$ cat src/rtl/windowed_pair_detector.sv
// Sliding-window popcount detector: sums the ones of the last WINDOW accepted
// samples and flags when that sum reaches THRESH (or stays below it, in inverted mode).
module windowed_pair_detector #(
  parameter int NBITS  = 3,
  parameter int WINDOW = 4,
  parameter int THRESH = 2,
  localparam int CW    = $clog2(NBITS*WINDOW+1)
) (
  input  logic             clk,
  input  logic             rst_n,
  input  logic             in_val,
  input  logic [NBITS-1:0] in,
  input  logic             clear,
  input  logic             mode,
  output logic [CW-1:0]    count,
  output logic             full,
  output logic             out
);

  localparam int PW = $clog2(NBITS+1);
  localparam int FW = $clog2(WINDOW+1);
  localparam int XW = CW + 1;

  logic [PW-1:0] pc;
  logic [PW-1:0] slot_q [WINDOW];
  logic [FW-1:0] fill_q;
  logic [CW-1:0] count_q;
  logic [XW-1:0] count_d;
  logic          accept;

  assign accept = in_val & ~clear;

  always_comb begin
    pc = '0;
    for (int i = 0; i < NBITS; i++) begin
      pc = pc + PW'(in[i]);
    end
  end

  assign full = (fill_q == FW'(WINDOW));

  // One spare bit so the add-then-subtract never wraps before the evicted slot is removed.
  always_comb begin
    count_d = XW'(count_q) + XW'(pc) - (full ? XW'(slot_q[WINDOW-1]) : XW'(0));
  end

  always_ff @(posedge clk or negedge rst_n) begin
    if (!rst_n) begin
      count_q <= '0;
      fill_q  <= '0;
    end else if (clear) begin
      count_q <= '0;
      fill_q  <= '0;
    end else if (accept) begin
      count_q <= count_d[CW-1:0];
      if (!full) begin
        fill_q <= fill_q + FW'(1);
      end
    end
  end

  always_ff @(posedge clk or negedge rst_n) begin
    if (!rst_n) begin
      slot_q[0] <= '0;
    end else if (clear) begin
      slot_q[0] <= '0;
    end else if (accept) begin
      slot_q[0] <= pc;
    end
  end

  genvar gi;
  generate
    for (gi = 1; gi < WINDOW; gi++) begin : g_slot
      always_ff @(posedge clk or negedge rst_n) begin
        if (!rst_n) begin
          slot_q[gi] <= '0;
        end else if (clear) begin
          slot_q[gi] <= '0;
        end else if (accept) begin
          slot_q[gi] <= slot_q[gi-1];
        end
      end
    end
  endgenerate

  assert property (@(posedge clk) disable iff (!rst_n) !count_d[CW]);

  assign count = count_q;
  assign out   = mode ? (XW'(count_q) < XW'(THRESH)) : (XW'(count_q) >= XW'(THRESH));

endmodule

$ cat config.mk
export PLATFORM = sky130hd
export DESIGN_NAME = windowed_pair_detector
export DESIGN_NICKNAME = d
export VERILOG_FILES = /design/src/rtl/windowed_pair_detector.sv
export SDC_FILE = /design/constraint.sdc
export NUM_CORES = 1
export LEC_CHECK = 0
export BUFFER_PORTS_ARGS = -buffer_cell sky130_fd_sc_hd__clkbuf_2
export CAP_MARGIN = 20
export CORE_UTILIZATION = 49
export DETAILED_ROUTE_END_ITERATION = 12
export PLACE_DENSITY_LB_ADDON = 0.3
export SLEW_MARGIN = 20
export SYNTH_ARGS = -nofsm -noshare
export SYNTH_HDL_FRONTEND = slang
export SYNTH_SLANG_ARGS = --single-unit
$ cat constraint.sdc
create_clock -name clk -period 2.4 [get_ports clk]
set_input_delay 0.24 -clock clk [delete_from_list [all_inputs] [get_ports clk]]
set_output_delay 0.24 -clock clk [all_outputs]
set_load 0.005 [all_outputs]
=== Yosys cells after proc, flatten, opt, wreduce, memory -nomap -nowiden ===
Cells that the tools add are included.

* Bits in registers: 15
* Bits of input ports: 8
* Output and inout bits: 6
* Logic and storage cells: 34

* $add $sub $neg: 5
* Magnitude comparators: 2
* Equal/unequal tests: 2
* Multiplexer cells: 15
* Bitwise logic cells: 2
* Reduce and logical (&&, ||, !) cells: 2

{| class="wikitable"
|+ Operators by type and width
! cell !! number
|-
| $mux W2 || 9
|-
| $mux W3 || 3
|-
| $mux W4 || 2
|-
| $add A4 B2 Y4 || 1
|-
| $ge A4 B2 Y1 const B || 1
|-
| $lt A4 B2 Y1 const B || 1
|-
| $sub A4 B2 Y4 || 1
|-
| $add A3 B1 Y3 const B || 1
|-
| $eq A3 B3 Y1 const B || 1
|-
| $add A1 B1 Y2 || 1
|-
| $add A2 B1 Y2 || 1
|-
| $ne A2 B2 Y1 const B || 1
|-
| $reduce_and A2 Y1 || 1
|-
| $reduce_bool A2 Y1 || 1
|-
| $and A1 B1 Y1 || 1
|-
| $mux W1 || 1
|-
| $not A1 Y1 || 1
|}

=== Depth between registers and ports, before layout ===
* Depth in word-level cells: 6
* Mapped depth: 9
* Depth with buffers taken out: 9

=== Least setup slack after synthesis ===
No wires, ideal clock.

* Path kind: reg-to-reg
* From: reg fill_q[0]
* To: reg count_q[2] (netlist: count[2])
* Library setup time: 0.094 ns
* Arrival time: 2.165 ns
* Path slack: 0.141 ns
* Cell stages (with the launch flop): 9
* Path buffers: 0
* Clock period less this slack: 2.259 ns
* Path through: dfrtp_1 inv_1 ha_1 and3_1 fa_1 inv_1 fa_1 xnor2_1 a211oi_1

* Longest elaborated chain between the ends: 5

{| class="wikitable"
|+ RTL lines
! element !! RTL line !! RTL
|-
| start, declared || 26 || <nowiki>logic [FW-1:0] fill_q;</nowiki>
|-
| start signal, assigned || 57 || <nowiki>fill_q <= fill_q + FW'(1);</nowiki>
|-
| $eq A3 B3 Y1 || 40 || <nowiki>assign full = (fill_q == FW'(WINDOW));</nowiki>
|-
| $mux W2 || 44 || <nowiki>count_d = XW'(count_q) + XW'(pc) - (full ? XW'(slot_q[WINDOW-1]) : XW'(0));</nowiki>
|-
| $sub A4 B2 Y4 || 44 ||
|-
| $mux W4 || 54 || <nowiki>end else if (accept) begin</nowiki>
|-
| $mux W4 || 51 || <nowiki>end else if (clear) begin</nowiki>
|-
| end signal, assigned || 55 || <nowiki>count_q <= count_d[CW-1:0];</nowiki>
|-
| end, declared || 27 || <nowiki>logic [CW-1:0] count_q;</nowiki>
|}

Every way passes these cells. The select of a mux whose other input is x is not followed.
A chain may end at the register's enable or synchronous reset.

=== Worst setup path in the final report ===
Same ends and word-level chain as after synthesis.

==> results.cfg <==
[synthesis]
synthMuxAreaShare_pct = 12.1
synth_seq_cells = 15
syn_inst = 85
synth-compound-area-share_pct = 4.52
synth-simple-area-share_pct = 13.8
synth-xor-area-share_pct = 2.88
synth_nets = 103
yosysSeqAreaShare_pct = 41.1
synth_cell_types = 20
ys.warnings.count = 0
syn_avg_cell_area_um2 = 10.7
synth_edf_count = 0
netlist_area_um2 = 913
synth-main-ff-cell = dfrtp_1
ys_async_sr_fraction_pct = 100
synthAdderAreaFrac_pct = 16.2
synth_top_family_by_area = adder cells

[finish]
syn_to_final_growth_pct = 12.3
num-fill-cells = 158
multi_input_area_um2 = 464
fin_cells = 125
seqCellArea_um2 = 375
layout-drive-gt1-share_pct = 22.0
nets = 119
n_antenna_cell = 0

[floorplan]
die_x_um = 45.2
rows = 15
die_h_um = 45.2
dieArea_mm2 = 0.00204
core_area_mm2 = 0.00175
ioPinCount = 14
initial_utilization_pct = 52.3

[sta]
rsz0062_at_grt = false
finalHoldViolCount = 0
slew_viol_final = 0
skew_ps = 1.96
fmax_ghz = 0.449
timing.slew.headroom_pct = 69.4
finalSetupViolCount = 0
tns_ps = 0
worst_hold_slack_ps = 342
tightest_slew_ps = 459
period_minus_slack_ps = 2230
finalCritPeriodShare_pct = 92.7

[place]
place_congestion = 0.715
portBuffers = 13
dp.cells = 120
dpl.hpwl_um = 1020

[clocking]
cts_inserted_buffers = 3
cts_tree = built
clkTransAtPathRegs_ps = 90
clockRootBuffer = clkbuf_4
clock_path_buffers = 2
cts.sinks = 15
cts.htree.levels = 1
cts_setup_buffers = 0
clk_latency_ps = 290

[worst_setup_path]
path_class = reg -> reg
cp_data_required_time_ps = 2600
end_kind = flip-flop
worstPathArrival_ps = 2430
worstSetupStartpointType = flip-flop
critPathMaxFanout = 5

[detailed_routing]
post_drt_via_cell_ratio = 4.85
firstDrtPassIters = 2
ant_nets = 0
post-route-drc-count = 0
totalWireLength_um = 1430
drt-initial-drc-count = 3
vias = 606
drt-wirelength-per-cell_um = 11.4

[worst_hold_path]
hp-class = in -> reg

[pwr]
p_per_area_mw_per_mm2 = 585
power.leakage_nw = 0.552
ir_worst_vdd_uv = 367

[job]
max-cap-violations = 0

[run_status]
outcome = finished clean

[global_routing]
first_global_vias = 576
grt_pass1_wl_um = 2350
grt_max_degree = 19
grt.overflow.total = 0
grtUsageTotal_pct = 17.1
antenna_found_initial = 0
## cells in the final DEF (no fill, tap or decap)
cell           netlist  routed
a211oi_1             1       1
nor3_1               1       1
inv_1               14      13
fa_1                 3       3
and4b_2              1       1
and4_1               1       1
and3_1               2       2
dfrtp_1             15      15
a21oi_1              3       3
clkinv_2             0       1
mux2i_1             11      11
clkbuf_2             0      13
xnor2_1              3       3
nand3_1              1       1
dlygate4sd3_1        0       1
clkbuf_4             0       3
ha_4                 0       1
nand2b_1             1       1
nor4_2               1       1
a21boi_4             1       1
ha_1                 7       6
nor2_1              14      14
nor2b_1              1       1
inv_2                0       1
and2_1               1       1
## through the flow
step / cell area (um^2) / util, % / setup WS, ps / total power, W
floorplan: 913 / - / 141 / 0.000409
global placement: 976 / 55.9 / 102 / 0.000448
detailed placement: 976 / 55.9 / 49.4 / 0.000452
CTS: 1010 / 58.1 / 24.5 / 0.000610
global route: 1030 / 58.8 / 16.5 / 0.000648
finish: 1030 / 58.8 / 175 / 0.000600
## cell families after synthesis
kind of cell / after synthesis
mux: 11
fa+ha+maj: 10
flops: 15
simple gates: 24
buf+inv: 17
compound gates: 5
xor+xnor: 3
## path summary, 6_finish.rpt
check | slack (ps) | cells past startpoint | start | endpoint
min reg2reg | 530 | 2 | slot_q[4] | slot_q[4]
max in group asynchronous | 1720 | 2 | rst_n | slot_q[4]
min in group asynchronous | 400 | 2 | rst_n | count[0]
max | 170 | 8 | fill_q[0] | count[2]
max reg2reg | 170 | 8 | fill_q[0] | count[2]
min | 340 | 2 | clear | count[2]
## sequential cells by signal, summed over array words and instances, names as in the netlist
register / cells
slot_q: 8
count: 4
fill_q: 3
## where the power goes
group	total (W)	switching [W]	internal (W)
sequential	0.000286	0.0000149	0.000271
clock	0.000144	0.0000825	0.0000620
combinational	0.000169	0.0000866	0.0000828
## layer usage
metal  vias to the layer above  track usage (%)  routed length, um
met5                         -                0                  0
met4                         0             7.88                 12
met3                         2             7.20                 61
met2                        12             28.7                705
met1                       289             18.5                646
li1                        303                -                  -
## cell type report
class | count | area share [%]
Inverter | 14 | 5.12
Multi-Input combinational cell | 53 | 45.2
Clock inverter | 1 | 0.488
Tap cell | 25 | 3.05
Sequential cell | 15 | 36.6
Timing Repair Buffer | 14 | 7.32
Clock buffer | 3 | 2.20
## what timing repair did
item	4_1_cts	5_1_grt
gates resized for setup	0	3
hold buffers	1	0
endpoints found under the setup margin	0	2
endpoints found under the hold margin	15	0
## critical path, stage by stage (launching register included)
cell,delay [ps]
dfrtp_1,400
inv_2,60
ha_4,170
and3_1,190
fa_1,490
inv_1,70
fa_1,430
xnor2_1,130
a211oi_1,180
## cells in the mapped netlist, types with 2 or more instances
| cell | number | area [um^2] |
|---|---|---|
| dfrtp_1 | 15 | 375 |
| and3_1 | 2 | 12.5 |
| a21oi_1 | 3 | 15.0 |
| xnor2_1 | 3 | 26.3 |
| mux2i_1 | 11 | 110 |
| buf_6 | 3 | 33.8 |
| inv_1 | 14 | 52.6 |
| nor2_1 | 14 | 52.6 |
| fa_1 | 3 | 60.1 |
| ha_1 | 7 | 87.6 |
No activity file was read; power rests on OpenSTA's default activity.
